## src/rtl/mii_mac_tx.sv

```systemverilog
// mii_mac_tx: turns a byte stream into MII nibbles with preamble, SFD, zero pad, CRC-32 FCS and inter-packet gap.
// Latency: first tx_en at the first ce edge with valid in IDLE; each byte's low nibble leaves on its accept edge.
// Backpressure: ready only in byte-fetch ce slots; an empty fetch slot aborts the frame and drains input up to last.
module mii_mac_tx #(
  parameter int IPG_NIBBLES = 24,
  parameter bit PAD         = 1'b1
) (
  input  logic       clk,
  input  logic       rst_n,
  input  logic       ce,
  input  logic [7:0] data,
  input  logic       valid,
  input  logic       last,
  input  logic       err,
  output logic       ready,
  output logic       tx_en,
  output logic [3:0] txd,
  output logic       tx_er
);

  // One counter serves preamble, FCS nibble index and IPG, so size it for the largest.
  localparam int CW = $clog2(IPG_NIBBLES + 16);
  localparam logic [CW-1:0] PRE_LAST = CW'(14);
  localparam logic [CW-1:0] FCS_LAST = CW'(7);
  localparam logic [CW-1:0] IPG_LAST = CW'(IPG_NIBBLES - 1);
  localparam logic [31:0]   POLY     = 32'hEDB88320;
  localparam logic [5:0]    MIN_LEN  = 6'd60;

  // Each state names the nibble produced at the next ce edge. DATA_LO is the byte-fetch slot:
  // SFD and the high nibble of a non-last byte both lead into it.
  typedef enum logic [3:0] {
    S_IDLE, S_PREAMBLE, S_SFD, S_DATA_LO, S_DATA_HI, S_PAD, S_FCS, S_IPG, S_DRAIN
  } state_t;

  state_t        state_q, state_d;
  logic [CW-1:0] cnt_q, cnt_d;
  logic [31:0]   crc_q, crc_d;
  logic [5:0]    byte_cnt_q, byte_cnt_d;
  logic [3:0]    hi_q, hi_d;
  logic          err_q, err_d;
  logic          last_q, last_d;
  logic          pad_hi_q, pad_hi_d;
  logic          tx_en_q, tx_en_d;
  logic          tx_er_q, tx_er_d;
  logic [3:0]    txd_q, txd_d;
  logic [31:0]   fcs_sh;

  // Reflected CRC-32 advanced by one nibble, LSB first (wire order).
  function automatic logic [31:0] crc_nib(input logic [31:0] c, input logic [3:0] n);
    logic [31:0] r;
    r = c;
    for (int i = 0; i < 4; i++) begin
      r = (r[0] ^ n[i]) ? ((r >> 1) ^ POLY) : (r >> 1);
    end
    return r;
  endfunction

  function automatic logic [5:0] sat_inc(input logic [5:0] v);
    return (v == MIN_LEN) ? MIN_LEN : v + 6'd1;
  endfunction

  // Drain swallows bytes every clk so a starved source can flush its frame quickly.
  assign ready  = (state_q == S_DRAIN) || (ce && (state_q == S_DATA_LO));
  assign fcs_sh = ~crc_q >> {cnt_q[2:0], 2'b00};

  assign tx_en = tx_en_q;
  assign txd   = txd_q;
  assign tx_er = tx_er_q;

  // State, CRC, counters and registered MII outputs; reset drops the line immediately.
  always_ff @(posedge clk) begin
    if (!rst_n) begin
      state_q    <= S_IDLE;
      cnt_q      <= '0;
      crc_q      <= '1;
      byte_cnt_q <= '0;
      hi_q       <= '0;
      err_q      <= 1'b0;
      last_q     <= 1'b0;
      pad_hi_q   <= 1'b0;
      tx_en_q    <= 1'b0;
      txd_q      <= '0;
      tx_er_q    <= 1'b0;
    end else begin
      state_q    <= state_d;
      cnt_q      <= cnt_d;
      crc_q      <= crc_d;
      byte_cnt_q <= byte_cnt_d;
      hi_q       <= hi_d;
      err_q      <= err_d;
      last_q     <= last_d;
      pad_hi_q   <= pad_hi_d;
      tx_en_q    <= tx_en_d;
      txd_q      <= txd_d;
      tx_er_q    <= tx_er_d;
    end
  end

  // Next-state and next-nibble selection; everything holds between ce cycles except drain progress.
  always_comb begin
    state_d    = state_q;
    cnt_d      = cnt_q;
    crc_d      = crc_q;
    byte_cnt_d = byte_cnt_q;
    hi_d       = hi_q;
    err_d      = err_q;
    last_d     = last_q;
    pad_hi_d   = pad_hi_q;
    tx_en_d    = tx_en_q;
    txd_d      = txd_q;
    tx_er_d    = tx_er_q;

    unique case (state_q)
      S_IDLE: begin
        if (ce) begin
          tx_en_d = 1'b0;
          txd_d   = 4'h0;
          tx_er_d = 1'b0;
          if (valid) begin
            tx_en_d = 1'b1;
            txd_d   = 4'h5;
            cnt_d   = CW'(1);
            state_d = S_PREAMBLE;
          end
        end
      end
      S_PREAMBLE: begin
        if (ce) begin
          tx_en_d = 1'b1;
          txd_d   = 4'h5;
          tx_er_d = 1'b0;
          cnt_d   = cnt_q + CW'(1);
          if (cnt_q == PRE_LAST) state_d = S_SFD;
        end
      end
      S_SFD: begin
        if (ce) begin
          tx_en_d    = 1'b1;
          txd_d      = 4'hD;
          tx_er_d    = 1'b0;
          crc_d      = '1;
          byte_cnt_d = '0;
          state_d    = S_DATA_LO;
        end
      end
      S_DATA_LO: begin
        if (ce) begin
          tx_en_d = 1'b1;
          if (valid) begin
            txd_d      = data[3:0];
            tx_er_d    = err;
            hi_d       = data[7:4];
            err_d      = err;
            last_d     = last;
            crc_d      = crc_nib(crc_q, data[3:0]);
            byte_cnt_d = sat_inc(byte_cnt_q);
            state_d    = S_DATA_HI;
          end else begin
            // Source starved mid-frame: mark the frame bad on the wire and abandon it.
            txd_d   = 4'h0;
            tx_er_d = 1'b1;
            state_d = S_DRAIN;
          end
        end
      end
      S_DATA_HI: begin
        if (ce) begin
          tx_en_d = 1'b1;
          txd_d   = hi_q;
          tx_er_d = err_q;
          crc_d   = crc_nib(crc_q, hi_q);
          if (!last_q) begin
            state_d = S_DATA_LO;
          end else if (PAD && (byte_cnt_q < MIN_LEN)) begin
            pad_hi_d = 1'b0;
            state_d  = S_PAD;
          end else begin
            cnt_d   = '0;
            state_d = S_FCS;
          end
        end
      end
      S_PAD: begin
        if (ce) begin
          tx_en_d  = 1'b1;
          txd_d    = 4'h0;
          tx_er_d  = 1'b0;
          crc_d    = crc_nib(crc_q, 4'h0);
          pad_hi_d = ~pad_hi_q;
          if (pad_hi_q) begin
            byte_cnt_d = sat_inc(byte_cnt_q);
            if (byte_cnt_q == MIN_LEN - 6'd1) begin
              cnt_d   = '0;
              state_d = S_FCS;
            end
          end
        end
      end
      S_FCS: begin
        if (ce) begin
          tx_en_d = 1'b1;
          txd_d   = fcs_sh[3:0];
          tx_er_d = 1'b0;
          cnt_d   = cnt_q + CW'(1);
          if (cnt_q == FCS_LAST) begin
            cnt_d   = '0;
            state_d = S_IPG;
          end
        end
      end
      S_IPG: begin
        if (ce) begin
          tx_en_d = 1'b0;
          txd_d   = 4'h0;
          tx_er_d = 1'b0;
          cnt_d   = cnt_q + CW'(1);
          if (cnt_q == IPG_LAST) begin
            cnt_d   = '0;
            state_d = S_IDLE;
          end
        end
      end
      S_DRAIN: begin
        // The error nibble keeps its full ce slot; the line goes quiet on the next ce.
        if (ce) begin
          tx_en_d = 1'b0;
          txd_d   = 4'h0;
          tx_er_d = 1'b0;
        end
        if (valid && last) begin
          cnt_d   = '0;
          state_d = S_IPG;
        end
      end
      default: state_d = S_IDLE;
    endcase
  end

endmodule

```

## config.mk

```make
export PLATFORM = sky130hd
export DESIGN_NAME = mii_mac_tx
export DESIGN_NICKNAME = d
export VERILOG_FILES = /design/src/rtl/mii_mac_tx.sv
export SDC_FILE = /design/constraint.sdc
export NUM_CORES = 1
export LEC_CHECK = 0
export ABC_AREA = 1
export BUFFER_PORTS_ARGS = -buffer_cell sky130_fd_sc_hd__buf_2
export CELL_PAD_IN_SITES_DETAIL_PLACEMENT = 1
export CELL_PAD_IN_SITES_GLOBAL_PLACEMENT = 2
export CORE_AREA = 5 5 135 149
export CTS_BUF_LIST = sky130_fd_sc_hd__clkbuf_4
export CTS_CLUSTER_SIZE = 24
export DETAILED_ROUTE_END_ITERATION = 7
export DIE_AREA = 0 0 140 154
export PLACE_DENSITY = 0.81
export SYNTH_ARGS = -nofsm -noshare
export SYNTH_HDL_FRONTEND = slang
export SYNTH_SLANG_ARGS = --single-unit
```

## constraint.sdc

```tcl
create_clock -name clk -period 1.6 [get_ports clk]
set_input_delay 0.32 -clock clk [delete_from_list [all_inputs] [get_ports clk]]
set_output_delay 0.32 -clock clk [all_outputs]
set_load 0.01 [all_outputs]
```

== Yosys cells after proc, flatten, opt, wreduce, memory -nomap -nowiden ==
Index checks and enable logic that the tools add are counted.
Widths: inputs -> output; s select.
Operators by class
  bitwise gates (word level): 20
  shift operators: 1
  eq/ne operators: 36
  $lt $le $gt $ge: 1
  multiplexer cells: 83
  reduce and logical (&&, ||, !) cells: 24
  add/sub/neg operators: 2
Operators by type and width (number)
  $mux 32: 17
  $not 13->14: 10
  $pmux 32 s4: 1
  $mux 6: 20
  $mux 4: 24
  $pmux 6 s7: 1
  $ne 2x2->1 const B: 18
  $pmux 4 s9: 1
  $not 32->32: 1
  $shr 32x5->4: 1
  $pmux 4 s7: 1
  $pmux 6 s3: 1
  $eq 4x3->1 const B: 4
  $reduce_and 15->1: 1
  $reduce_bool 7->1: 2
  $reduce_and 13->1: 1
  $add 6x1->6 const B: 2
  $eq 6x6->1 const B: 2
  $reduce_and 6->1: 2
  $mux 1: 11
  $ne 2x1->1 const B: 5
  $reduce_bool 3->1: 3
  $eq 4x2->1 const B: 2
  $reduce_and 4->1: 2
  other kinds (24): 34
Word-level totals
  register bits after elaboration: 61

== Longest topological paths before layout ==
Gate-level depths: netlist (run 1).
  word-level depth: 11
  gate-level depth with buffers: 12
  gate-level depth less buffers: 12

== Least setup slack after synthesis (run 1) ==
OpenSTA, ideal clock, no wires.
  path kind: register to register
  from: register cnt_q[0]
  to: register state_q[0]
  period minus slack after synthesis: 1.597 ns
  slack: 0.003 ns
  stages on the path, launching flop included: 12
  data required time: 1.536 ns
  arrival: 1.533 ns
  path through: dfxtp_1 > inv_1 > buf_1 > ha_1 > nand4_1 > nand2_1 > nand3_1 > nor2_2 > nand2_1 > nand2_1 > inv_1 > nor2_1
Between the ends
  longest elaborated chain between the ends: 3
  elaborated cells on any way between the ends: 7
  classes of those cells: 6 x eq/ne; 1 x reduce/logical
Ends and longest elaborated chain
  start: declaration: RTL line 36  | logic [CW-1:0] cnt_q, cnt_d;
  start signal: assignment: RTL line 86  | cnt_q <= cnt_d;
  $eq 6x5->1, or another cell as far along: RTL line 217  | if (cnt_q == IPG_LAST) begin
  $ne 2x2->1 (no line)
  $reduce_and 15->1 (no line) *
  end signal: assignment: RTL line 85  | state_q <= state_d;
  end: declaration: RTL line 35  | state_t state_q, state_d;
Every way passes the cells marked *; elsewhere a longest branch is shown, timed or not.
A chain may end at the register's enable or synchronous reset.

== Worst setup path after layout (run 1) ==
  from: register state_q[1]
  to: output port ready
Between the ends
  longest elaborated chain between the ends: 3
  elaborated cells on any way between the ends: 4
  classes of those cells: 2 x eq/ne; 2 x reduce/logical
Ends and longest elaborated chain
  $eq 4x2->1: RTL line 63  | assign ready = (state_q == S_DRAIN) || (ce && (state_q == S_DATA_LO));
  $logic_and 1x1->1: RTL line 63
  $logic_or 1x1->1 *: RTL line 63
  end: declaration: RTL line 15  | output logic ready,
Marks and branches as above.

==> results of run 1 <==
[stage by stage]
step | total power (W) | util [%] | setup WS, ps | std cells
after CTS | 0.0116 | 39.2 | -134 | 1384
after detailed placement | 0.00974 | 36.4 | -183 | 1358
after global placement | 0.00955 | 36.4 | -169 | 1358
after global routing | 0.0134 | 42.2 | -196 | 1398
final | 0.0125 | 42.2 | -132 | 1398
after floorplan | 0.00662 | - | 3.34 | 1009
[sequential cells by signal, summed over array words and instances, names as in the netlist]
| register | cells |
|---|---|
| byte_cnt_q | 6 |
| cnt_q | 6 |
| crc_q | 32 |
| err_q | 1 |
| hi_q | 4 |
| last_q | 1 |
| pad_hi_q | 1 |
| state_q | 4 |
| tx_en | 1 |
| tx_er | 1 |
| txd | 4 |
[critical path: cells and delay by family, from the launching register on]
family / cells / cell delay [ps]
AO/OA/AOI/OAI: 1 / 150
flip-flops: 1 / 420
buffers and inverters: 2 / 230
AND/OR/NAND/NOR: 2 / 140
[area by class of cell]
cell class                      count  area [µm²]  share of cell area [%]
Timing Repair Buffer              163        1490                    19.2
Antenna cell                        1        2.50                  0.0324
Sequential cell                    61        1250                    16.1
Tap cell                          243         304                    3.93
Clock inverter                      7        73.8                   0.955
Inverter                           98         404                    5.23
Multi-Input combinational cell    816        4150                    53.6
Clock buffer                        9        67.6                   0.874
[report_power, final]
part	switching, W	internal [W]
clock network	0.000771	0.000480
logic	0.00519	0.00357
registers	0.000614	0.00191
total	0.00658	0.00597
[metal layers]
metal  global-route usage, %  share of wire (%)  vias up
li1                        -                  -     3523
met1                    28.2                 42     3521
met2                    41.6                 50      203
met3                    3.54                4.0       70
met4                    10.8                4.4        0
met5                       0                  0        -
[how the worst min path moves through the flow]
stage	to	depth (start not counted)	slack, ps
floorplan	err_q$_SDFFE_PN0P_	2	420
global placement	err_q$_SDFFE_PN0P_	2	440
detailed placement	err_q$_SDFFE_PN0P_	2	460
CTS	hi_q[1]$_SDFFE_PN0P_	3	100
global route	hi_q[1]$_SDFFE_PN0P_	3	120
finish	hi_q[1]$_SDFFE_PN0P_	3	130
[cells by family (layout without fill, tap and decap cells)]
group / Yosys count / after routing / synth area share, %
AOI/OAI and AO/OA: 118 / 118 / 11.8
other: 0 / 1 / 0
xor gates and xnor gates: 15 / 15 / 2.43
adders and majority gates: 4 / 4 / 0.925
and+or+nand+nor: 679 / 679 / 52.4
buffers and inverters: 132 / 277 / 9.90
DFF: 61 / 61 / 22.6
[placed cells by master, fill, tap and decap left out, types with 13 or more instances in the layout]
cell / synthesis / final
buf_6: 0 / 13
nand2_2: 3 / 20
nor2_1: 56 / 43
a21oi_2: 0 / 19
nor2_4: 2 / 13
a21oi_1: 57 / 35
buf_2: 23 / 19
buf_4: 3 / 113
inv_1: 84 / 80
dfxtp_1: 61 / 47
o21ai_0: 38 / 27
nand2_1: 452 / 423
nand3_1: 134 / 125
[what timing repair did]
action | 4_1_cts | 5_1_grt
setup buffers | 7 | 11
gates resized for setup | 74 | 107
gates cloned | 3 | 2
pin swaps | 12 | 18
hold endpoints to repair | 0 | 0
hold buffers | 0 | 0
setup endpoints to repair | 56 | 62
==> impl_metrics.ini, run 1 <==
[status]
status = finished, violations left
violations = setup timing

[min_path]
hold_path_class = input pin to flop
worstHoldStart = data[5]

[job]
maxCapViolations = 0

[die]
rows = 52
ios = 21
core_um2 = 18300
chipWidth_um = 140
die_area_um2 = 21600
initial_core_util_pct = 29.5
die_h_um = 154

[yosys]
synth_common_cells = 452 x nand2_1, 134 x nand3_1, 84 x inv_1
ys_ff_latch = 61
syn_area_um2 = 5410
synth_fp_nets = 1027
yosysTopAreaCell = nand2_1
ys_seq_area_share_pct = 22.6
synth.avg_cell_area_um2 = 5.36
async_flop_share_pct = 0
synth_ff_type = dfxtp_1
postSynthCellCount = 1009
synthTopCellsByArea = nand2_1 31%, dfxtp_1 23%, nand3_1 12%
synth_warnings = 0
synth_cell_types = 32
post-synth-top-area-fraction_pct = 31.4
synth-edff-count = 0
yosysMostFrequentCell = nand2_1

[timing]
worstMarginPinSlew_ps = 422
fin_ws_ps = -132
fmax_mhz = 577
rsz0062_at_grt = yes
hold_ws_ps = 126
fin_crit_sh_pct = 108
slew_viol_final = 0
min_period_ps = 1730
max_slew_margin_pct = 71.9
final-hold-violation-count = 0
skew_ps = 16.5
setup_tns_ps = -2440
setup_viol = 41

[global_routing]
grt.total_usage_pct = 23.6
grt_first_pass_wirelength_um = 40300
grt_pass1_vias = 7528
antenna_found_initial = 1
grt_max_degree = 21
overflow = 0

[worst_setup_path]
crit_required_ps = 1280
endpoint = ready
worstSetupPathType = flop to output pin
reg2reg_depth = 12
max_stage_delay_ps = 420
r2r-start = state_q[1]$_SDFFE_PN0P_
crit_path_max_fanout = 4
crit_path_end_kind = output pin
crit_arrival_ps = 1410
regToRegSetupSlack_ps = -120
critPathSlowestCell = dfxtp_4
cp_cell_sequence = nand2_1, inv_2, nand2_4, o21ai_4, buf_6
start_kind = flop
r2r-end = crc_q[0]$_SDFFE_PN1P_
crit_start = state_q[1]$_SDFFE_PN0P_

[drt]
vias = 7317
drt_iter0_drc = 429
wl_per_cell_um = 19.1
dr.pass1.iters = 5
vias_per_cell = 5.23
route.detailed.drc = 0
drt-total-wl_um = 26700
detail-route-antenna-nets = 0

[clock_tree]
cts_sinks = 61
h-tree-depth = 3
cts.clk_slew.worst_paths_ps = 140
insertion_delay_ps = 470
clockRootBuffer = clkbuf_4
numCtsBuffers = 9
clk_path_buf_depth = 2
cts_tree = built

[place]
dpl-instance-area_um2 = 6670
portBuffers = 20
place.gp.congestion = 0.905
hpwl_um = 18900

[cells_and_area]
fill_cells = 2546
nets = 1167
area_growth_pct = 42.9
drive_above_1_share_pct = 26.6
postLayoutCellArea_um2 = 7730

[power]
vdd_ir_drop_max_mv = 0.744
p_leak_nw = 3.82
powerDensity_nw_per_um2 = 1620
Power figures use the tool's default switching activity.
==> inputs of run 2 (changes only) <==
==> config.mk (replaced) <==
export PLATFORM = sky130hd
export DESIGN_NAME = mii_mac_tx
export DESIGN_NICKNAME = d
export VERILOG_FILES = /design/src/rtl/mii_mac_tx.sv
export SDC_FILE = /design/constraint.sdc
export NUM_CORES = 1
export LEC_CHECK = 0
export ABC_AREA = 1
export CELL_PAD_IN_SITES_DETAIL_PLACEMENT = 1
export CELL_PAD_IN_SITES_GLOBAL_PLACEMENT = 2
export CORE_AREA = 5 5 132 147
export CTS_BUF_LIST = sky130_fd_sc_hd__clkbuf_4
export CTS_CLUSTER_SIZE = 24
export DETAILED_ROUTE_END_ITERATION = 7
export DIE_AREA = 0 0 137 152
export DONT_BUFFER_PORTS = 1
export PLACE_DENSITY = 0.82
export SYNTH_ARGS = -nofsm -noshare
export SYNTH_HDL_FRONTEND = slang
export SYNTH_SLANG_ARGS = --single-unit
==> impl_metrics.ini, run 2 (synthesis results as in run 1) <==
[status]
status = finished, violations left
violations = hold timing, setup timing

[global_routing]
grt_max_degree = 25
overflow = 0
grt.total_usage_pct = 25.7
antenna_found_initial = 2
grt_first_pass_wirelength_um = 41600
grt_pass1_vias = 7525

[min_path]
worstHoldEndpoint = hi_q[0]$_SDFFE_PN0P_
worstHoldStart = data[4]
worstHoldPathCells = 2
hold_path_class = input pin to flop

[cells_and_area]
fill_cells = 2371
reg_top3 = crc_q (32), byte_cnt_q (6), cnt_q (6)
final_common_cell = nand2_1
area_growth_pct = 50.5
layout_common_cells = 405 x nand2_1, 112 x nand3_1, 101 x buf_4
multi_input_area_um2 = 4480
largest_register_ffs = 32
drive_above_1_share_pct = 30.3
nets = 1152
postLayoutCellArea_um2 = 8140
seq_area_um2 = 1240
top_register = crc_q
fin_util_pct = 45.5

[timing]
setup_viol = 56
fin_ws_ps = -239
fin_crit_sh_pct = 115
hold_ws_ps = -7.81
worstMarginPinSlew_ps = 1080
final-hold-violation-count = 1
slew_viol_final = 0
skew_ps = 29.8
setup_tns_ps = -9330
min_period_ps = 1840
max_slew_margin_pct = 27.8
rsz0062_at_grt = yes
fmax_mhz = 544

[power]
p_seq_share_pct = 19.0
p_int_w = 0.00639
combinationalPowerShare_pct = 70.8
switching_share_pct = 52.6
p_leak_nw = 3.86
power_w = 0.0135
p_switching_w = 0.00709
powerDensity_nw_per_um2 = 1660
vdd_ir_drop_max_mv = 0.877
pwr-share-clk_pct = 10.2

[die]
ios = 21
core_um2 = 17900
die_area_um2 = 20800
rows = 52
die_h_um = 152
initial_core_util_pct = 30.2
chipWidth_um = 137

[worst_setup_path]
r2r-start = state_q[3]$_SDFFE_PN0P_
crit_path_max_fanout = 5
reg2reg_depth = 10
crit_required_ps = 2030
regToRegSetupSlack_ps = -240
r2r-end = crc_q[1]$_SDFFE_PN1P_
crit_path_end_kind = flop
crit_arrival_ps = 2270
start_kind = flop
crit_start = state_q[3]$_SDFFE_PN0P_
worstSetupPathType = flop to flop

[place]
portBuffers = 0
hpwl_um = 18700
place.gp.congestion = 0.903
dpl-instance-area_um2 = 6590

[clock_tree]
cts.clk_slew.worst_paths_ps = 130
h-tree-depth = 3
cts_sinks = 61
cts_tree = built
insertion_delay_ps = 500
clockRootBuffer = clkbuf_4
clk_path_buf_depth = 2
numCtsBuffers = 9

[drt]
route.detailed.drc = 0
detail-route-antenna-nets = 0
vias = 7605
drt_iter0_drc = 481
drt-total-wl_um = 28900
vias_per_cell = 5.50
dr.pass1.iters = 5
wl_per_cell_um = 20.9

[job]
maxCapViolations = 0
run 2: cell count changes in the layout (fill, tap and decap cells not counted), moves of 7 or more:
cell and delta:
buf_4 -12, a21oi_2 +7, nand2_4 +7, nor2_1 -7
buf_6 +7, buf_2 -19, nand3_1 -13, o21ai_0 -10
nand2_2 +9, nand3_2 +9, nand2_1 -18
run 2: per-layer routing:
metal,GRT usage [%],vias up,share of wire [%]
met2,44.9,287,51
met1,30.6,3714,39
met4,11.9,2,4.9
met5,0,-,0.066
met3,3.64,86,5.6
li1,-,3516,-
run 2: critical path, stage by stage (launching register included):
cell	delay, ps
dfxtp_4	390
buf_6	130
nor2_4	240
buf_12	160
nand2_8	70
nand2_4	80
nand3_4	180
inv_8	150
buf_12	120
o21ai_0	110
o211ai_1	100
run 2: timing repair:
item,4_1_cts,5_1_grt
pin swaps,30,44
hold buffers,2,0
endpoints found under the setup margin,51,61
gates cloned,3,4
gates resized for setup,126,164
buffers inserted,18,9
hold endpoints to repair,25,0
run 2: worst max path at each step:
stage	end
floorplan	state_q[0]$_SDFFE_PN0P_
global placement	cnt_q[4]$_SDFFE_PN0P_
detailed placement	cnt_q[4]$_SDFFE_PN0P_
CTS	ready
global route	crc_q[26]$_SDFFE_PN1P_
finish	crc_q[1]$_SDFFE_PN1P_
run 2: cell type report:
| class | instances | share of cell area, % |
|---|---|---|
| multi-input cells | 816 | 55.0 |
| repair buffers | 148 | 18.8 |
| flip-flops and latches | 61 | 15.2 |
| inverters | 98 | 5.19 |
| well taps | 243 | 3.73 |
| clock inverters | 6 | 1.08 |
| clock buffers | 10 | 0.922 |
| diodes | 1 | 0.0307 |
run 2: metrics by stage:
step / cells / setup slack (ps) / hold slack, ps
floorplan: 1009 / 3.34 / 423
detailed placement: 1332 / -157 / 398
global route: 1383 / -291 / 22.7
global placement: 1332 / -123 / 397
CTS: 1371 / -223 / 0.646
finish: 1383 / -239 / -7.81
run 2: power by group through the flow:
stage	logic (W)	clock network, W	registers, W
after global placement	0.00707	0	0.00250
after CTS	0.00825	0.00139	0.00250
after global routing	0.0103	0.00144	0.00261
after floorplan	0.00434	0	0.00228
final	0.00954	0.00138	0.00256
after detailed placement	0.00724	0	0.00250
